$ cat src/rtl/window_spill_fill.sv
// Register-window spill/fill engine: moves the 16 windowed registers of one window
// between the register file and the stack, then publishes the new WIM value.
//   state  | meaning
//   IDLE   | waiting for spill_req / fill_req
//   SP_RD  | read register idx of the window
//   SP_LAT | capture register read data
//   SP_MEM | store word idx to the stack
//   FL_MEM | load word idx from the stack
//   FL_WR  | write loaded word into register idx
//   DONE   | completion pulse, WIM update
module window_spill_fill #(
  parameter int NWINDOWS = 32,
  parameter int WORD     = 32,
  parameter int ADDR     = 32
) (
  input  logic            clk,
  input  logic            reset,
  input  logic            spill_req,
  input  logic            fill_req,
  input  logic [4:0]      req_win,
  input  logic [ADDR-1:0] base_addr,
  output logic            busy,
  output logic            done,
  output logic            err,
  output logic            rf_rd_en,
  output logic [4:0]      rf_rd_win,
  output logic [3:0]      rf_rd_idx,
  input  logic [WORD-1:0] rf_rd_data,
  output logic            rf_wr_en,
  output logic [4:0]      rf_wr_win,
  output logic [3:0]      rf_wr_idx,
  output logic [WORD-1:0] rf_wr_data,
  output logic            mem_req,
  output logic            mem_we,
  output logic [ADDR-1:0] mem_addr,
  output logic [WORD-1:0] mem_wdata,
  input  logic            mem_ack,
  input  logic [WORD-1:0] mem_rdata,
  output logic            wim_we,
  output logic [31:0]     wim_out
);

  typedef enum logic [2:0] {IDLE, SP_RD, SP_LAT, SP_MEM, FL_MEM, FL_WR, DONE} state_t;

  localparam logic [4:0] WIN_MASK = 5'(NWINDOWS - 1);

  state_t          state_q, state_d;
  logic            spill_q, err_q;
  logic [4:0]      win_q;
  logic [3:0]      idx_q;
  logic [ADDR-1:0] addr_q;
  logic [WORD-1:0] data_q;
  logic [31:0]     wim_q;
  logic            accept, advance, misaligned, last_word;
  logic [4:0]      fill_win;

  assign misaligned = base_addr[1:0] != 2'b00;
  assign last_word  = idx_q == 4'd15;
  // A fill restores the window below, so the invalid mark moves one window down.
  assign fill_win   = (win_q - 5'd1) & WIN_MASK;

  always_comb begin
    state_d  = state_q;
    accept   = 1'b0;
    advance  = 1'b0;
    rf_rd_en = 1'b0;
    rf_wr_en = 1'b0;
    mem_req  = 1'b0;
    mem_we   = 1'b0;
    done     = 1'b0;
    err      = 1'b0;
    wim_we   = 1'b0;
    case (state_q)
      IDLE: begin
        if (spill_req || fill_req) begin
          accept = 1'b1;
          if (misaligned)     state_d = DONE;
          else if (spill_req) state_d = SP_RD;
          else                state_d = FL_MEM;
        end
      end
      SP_RD: begin
        rf_rd_en = 1'b1;
        state_d  = SP_LAT;
      end
      SP_LAT: state_d = SP_MEM;
      SP_MEM: begin
        mem_req = 1'b1;
        mem_we  = 1'b1;
        if (mem_ack) begin
          if (last_word) state_d = DONE;
          else begin
            advance = 1'b1;
            state_d = SP_RD;
          end
        end
      end
      FL_MEM: begin
        mem_req = 1'b1;
        if (mem_ack) state_d = FL_WR;
      end
      FL_WR: begin
        rf_wr_en = 1'b1;
        if (last_word) state_d = DONE;
        else begin
          advance = 1'b1;
          state_d = FL_MEM;
        end
      end
      DONE: begin
        done    = 1'b1;
        err     = err_q;
        wim_we  = !err_q;
        state_d = IDLE;
      end
      default: state_d = IDLE;
    endcase
  end

  always_ff @(posedge clk) begin
    if (!reset) begin
      state_q <= IDLE;
      spill_q <= 1'b0;
      err_q   <= 1'b0;
      win_q   <= '0;
      idx_q   <= '0;
      addr_q  <= '0;
      data_q  <= '0;
      wim_q   <= '0;
    end else begin
      state_q <= state_d;
      if (accept) begin
        spill_q <= spill_req;
        err_q   <= misaligned;
        idx_q   <= '0;
        if (!misaligned) begin
          win_q  <= req_win & WIN_MASK;
          addr_q <= base_addr;
        end
      end
      if (advance) begin
        idx_q  <= idx_q + 4'd1;
        addr_q <= addr_q + ADDR'(4);
      end
      if (state_q == SP_LAT) data_q <= rf_rd_data;
      if (state_q == FL_MEM && mem_ack) data_q <= mem_rdata;
      if (state_q != IDLE && state_q != DONE && state_d == DONE)
        wim_q <= spill_q ? (32'd1 << win_q) : (32'd1 << fill_win);
    end
  end

  assign busy       = state_q != IDLE;
  assign rf_rd_win  = win_q;
  assign rf_rd_idx  = idx_q;
  assign rf_wr_win  = win_q;
  assign rf_wr_idx  = idx_q;
  assign rf_wr_data = data_q;
  assign mem_addr   = addr_q;
  assign mem_wdata  = data_q;
  assign wim_out    = wim_q;

endmodule
$ cat config.mk
export PLATFORM = sky130hd
export DESIGN_NAME = window_spill_fill
export DESIGN_NICKNAME = d
export VERILOG_FILES = /design/src/rtl/window_spill_fill.sv
export SDC_FILE = /design/constraint.sdc
export NUM_CORES = 1
export LEC_CHECK = 0
export CORE_MARGIN = 4
export CORE_UTILIZATION = 44
export CTS_BUF_LIST = sky130_fd_sc_hd__clkbuf_8
export DETAILED_ROUTE_END_ITERATION = 12
export PLACE_DENSITY_LB_ADDON = 0.05
export SYNTH_ARGS = -nofsm -noshare
export SYNTH_HDL_FRONTEND = slang
export SYNTH_SLANG_ARGS = --single-unit
$ cat constraint.sdc
create_clock -name clk -period 2.8 [get_ports clk]
set_input_delay 0.42 -clock clk [delete_from_list [all_inputs] [get_ports clk]]
set_output_delay 0.42 -clock clk [all_outputs]
set_load 0.05 [all_outputs]
==> results.yml <==
critical_path:
  cp-start-kind: "register"
  path_class: "reg -> out"
  timing.rr.start: "mem_addr[2]"
  r2r_slack_ns: 0.40
  end_kind: "primary output"
  arrival_ns: 2.17
  critPathRequiredTime_ns: 2.38
  worst_r2r_path_depth: 6
  crit_fanout: 13
  reg2reg_to: "mem_addr[30]"
global_route:
  grt_pass1_vias: 5700
  grt_pass1_wl_um: 29500
  grt_max_degree: 59
  grt.overflow.total: 0
  antenna_found_initial: 0
  grt_use_total_pct: 24.4
logic_synthesis:
  yosysSeqAreaShare_pct: 37.6
  synth_area_per_cell_um2: 8.32
  syn_area_mm2: 0.00586
  ys_warn_count: 0
  synthesis.nets: 813
  ys_ff_latch: 110
  synth_cells: 704
  synth_cell_types: 64
  synth_edf_count: 0
  ys.flop_type: "dfxtp_1"
  postSynth.asyncResetShare_pct: 0
finish:
  area.growth.synth_to_final_pct: 44.2
  final_common_cell: "clkdlybuf4s50_1"
  antenna_cells: 0
  final_design_area_no_fill_mm2: 0.00845
  drive_gt1_share_pct: 5.64
  final_cell_mix: "253 x clkdlybuf4s50_1, 109 x nand2_1, 109 x dfxtp_1"
  final_cells: 1076
  nNetsFinal: 1008
placed_design:
  dp.cells: 1060
  routabilityCongestion: 0.843
  place_area_mm2: 0.00826
  dpl.hpwl_um: 14300
  io_buffers: 259
  post-place-ws_ns: 0.136
timing:
  clock.fmax_ghz: 0.386
  tns_ns: 0
  final_max_slew_viol_count: 0
  skew_ns: 0.0144
  rsz0062_at_grt: "false"
  period_minus_slack_ns: 2.59
  tightest_slew_ns: 1.00
  finalHoldViolCount: 0
  fin_crit_sh_pct: 92.4
  fin_ws_ns: 0.212
  worst_hold_slack_ns: 0.467
  maxSlewHeadroom_pct: 33.3
  setup_viol: 0
pwr:
  power_density_mw_per_mm2: 802
  p_leak_nw: 2.89
  vdd.ir_drop.worst_mv: 0.593
cts:
  cts_buffer_depth: 2
  clkLatencyLatePin_ns: 0.39
  cts_tree: "done"
  cts.sinks: 110
  cts_root_buf: "clkbuf_8"
  cts.clk_slew.worst_paths_ns: 0.12
  htreeDepth: 3
  cts_made_buffers: 9
detailed_routing:
  via_per_inst: 5.55
  drt_iter0_markers: 453
  ant_nets: 0
  drc: 0
  wire_per_inst_um: 17.7
  vias: 5967
  drtPass1Iterations: 5
  routed_wl_um: 19000
die:
  core.rowCount: 41
  coreArea_mm2: 0.0128
  die_area_mm2: 0.0152
  io_pins: 260
  start_util_pct: 45.7
  dieHeight_um: 123
  die_w_um: 123
hold_path:
  min_path_cells: 2
  holdPathEnd: "wim_out[25]"
  min_from: "wim_out[25]"
  hp-class: "reg -> reg"
flow_run:
  drv_cap: 0
run_status:
  outcome: "completed"
## power by group
group | switching, mW | total (mW) | leakage, nW | internal (mW)
logic | 2.40 | 3.70 | 1.89 | 1.30
clock network | 0.604 | 0.950 | 0.0971 | 0.347
registers | 0.316 | 2.12 | 0.894 | 1.81
## critical path, stage by stage (launching register included)
cell	delay (ns)
dfxtp_1	0.60
nand2_1	0.17
nor2_1	0.18
clkdlybuf4s50_1	0.83
## worst max path at each step
| stage | start | to | slack (ns) | cells past startpoint |
|---|---|---|---|---|
| 2_1_floorplan | mem_addr[2] | mem_addr[30] | 0.33 | 7 |
| 3_3_place_gp | spill_req | mem_addr[4] | 0.17 | 6 |
| 3_5_place_dp | spill_req | mem_addr[28] | 0.14 | 6 |
| 4_1_cts | state_q[0] | mem_we | 0.06 | 3 |
| 5_1_grt | state_q[2] | wim_we | 0.05 | 3 |
| 6_report | state_q[1] | done | 0.21 | 3 |
## area by class of cell
cell class,count,area [um^2]
Fill cell,1087,4370
Multi-Input combinational cell,494,3100
Timing Repair Buffer,273,2700
Sequential cell,110,2200
Tap cell,172,215
Clock buffer,9,124
Clock inverter,7,63.8
Inverter,11,41.3
## sequential cells by signal (all words and copies together) (netlist names)
| register | count |
|---|---|
| mem_wdata | 32 |
| rf_rd_win | 5 |
| state_q | 3 |
| mem_addr | 32 |
| err_q | 1 |
| wim_out | 32 |
| spill_q | 1 |
| rf_rd_idx | 4 |
## layer usage
layer	GRT usage (%)	up-vias	wire [um]
li1	-	2893	-
met1	30.6	2772	7800
met2	40.0	271	9020
met3	6.86	31	1790
met4	8.72	0	436
met5	0	-	0
## through the flow
| step | total power [mW] | utilization (%) |
|---|---|---|
| floorplan | 4.82 | - |
| global placement | 5.81 | 64.4 |
| detailed placement | 5.86 | 64.4 |
| CTS | 6.81 | 65.8 |
| global route | 7.10 | 65.9 |
| finish | 6.78 | 65.9 |
## cells by family (layout without fill, tap and decap cells)
kind of cell / Yosys count / after routing / synth area share [%]
and+or+nand+nor: 274 / 274 / 22.8
AOI/OAI and AO/OA: 145 / 145 / 17.0
DFF: 110 / 110 / 37.6
buffers and inverters: 100 / 300 / 9.65
muxes: 67 / 67 / 11.5
xor gates and xnor gates: 5 / 5 / 0.747
adders and majority gates: 3 / 3 / 0.641
## synthesized netlist by cell type, types with 6 or more instances
cell | count | share of area (%)
a211oi_1 | 30 | 3.8
a21oi_1 | 41 | 3.5
a22oi_1 | 8 | 1.0
a31oi_1 | 8 | 0.85
a32oi_1 | 12 | 1.8
and3_1 | 6 | 0.64
buf_2 | 11 | 0.94
buf_4 | 41 | 5.3
clkbuf_1 | 33 | 2.1
dfxtp_1 | 110 | 38
inv_1 | 9 | 0.58
mux2i_1 | 63 | 11
nand2_1 | 109 | 7.0
nand3_1 | 24 | 2.0
nand4_1 | 13 | 1.4
nor2_1 | 66 | 4.2
nor3_1 | 9 | 0.77
nor4_1 | 6 | 0.64
o21ai_0 | 12 | 1.0
## repair_timing
item,4_1_cts,5_1_grt
buffers inserted,0,0
endpoints found under the setup margin,0,2
endpoints found under the hold margin,0,0
gates resized for setup,0,3
hold buffers,0,0
Power figures use the tool's default switching activity.
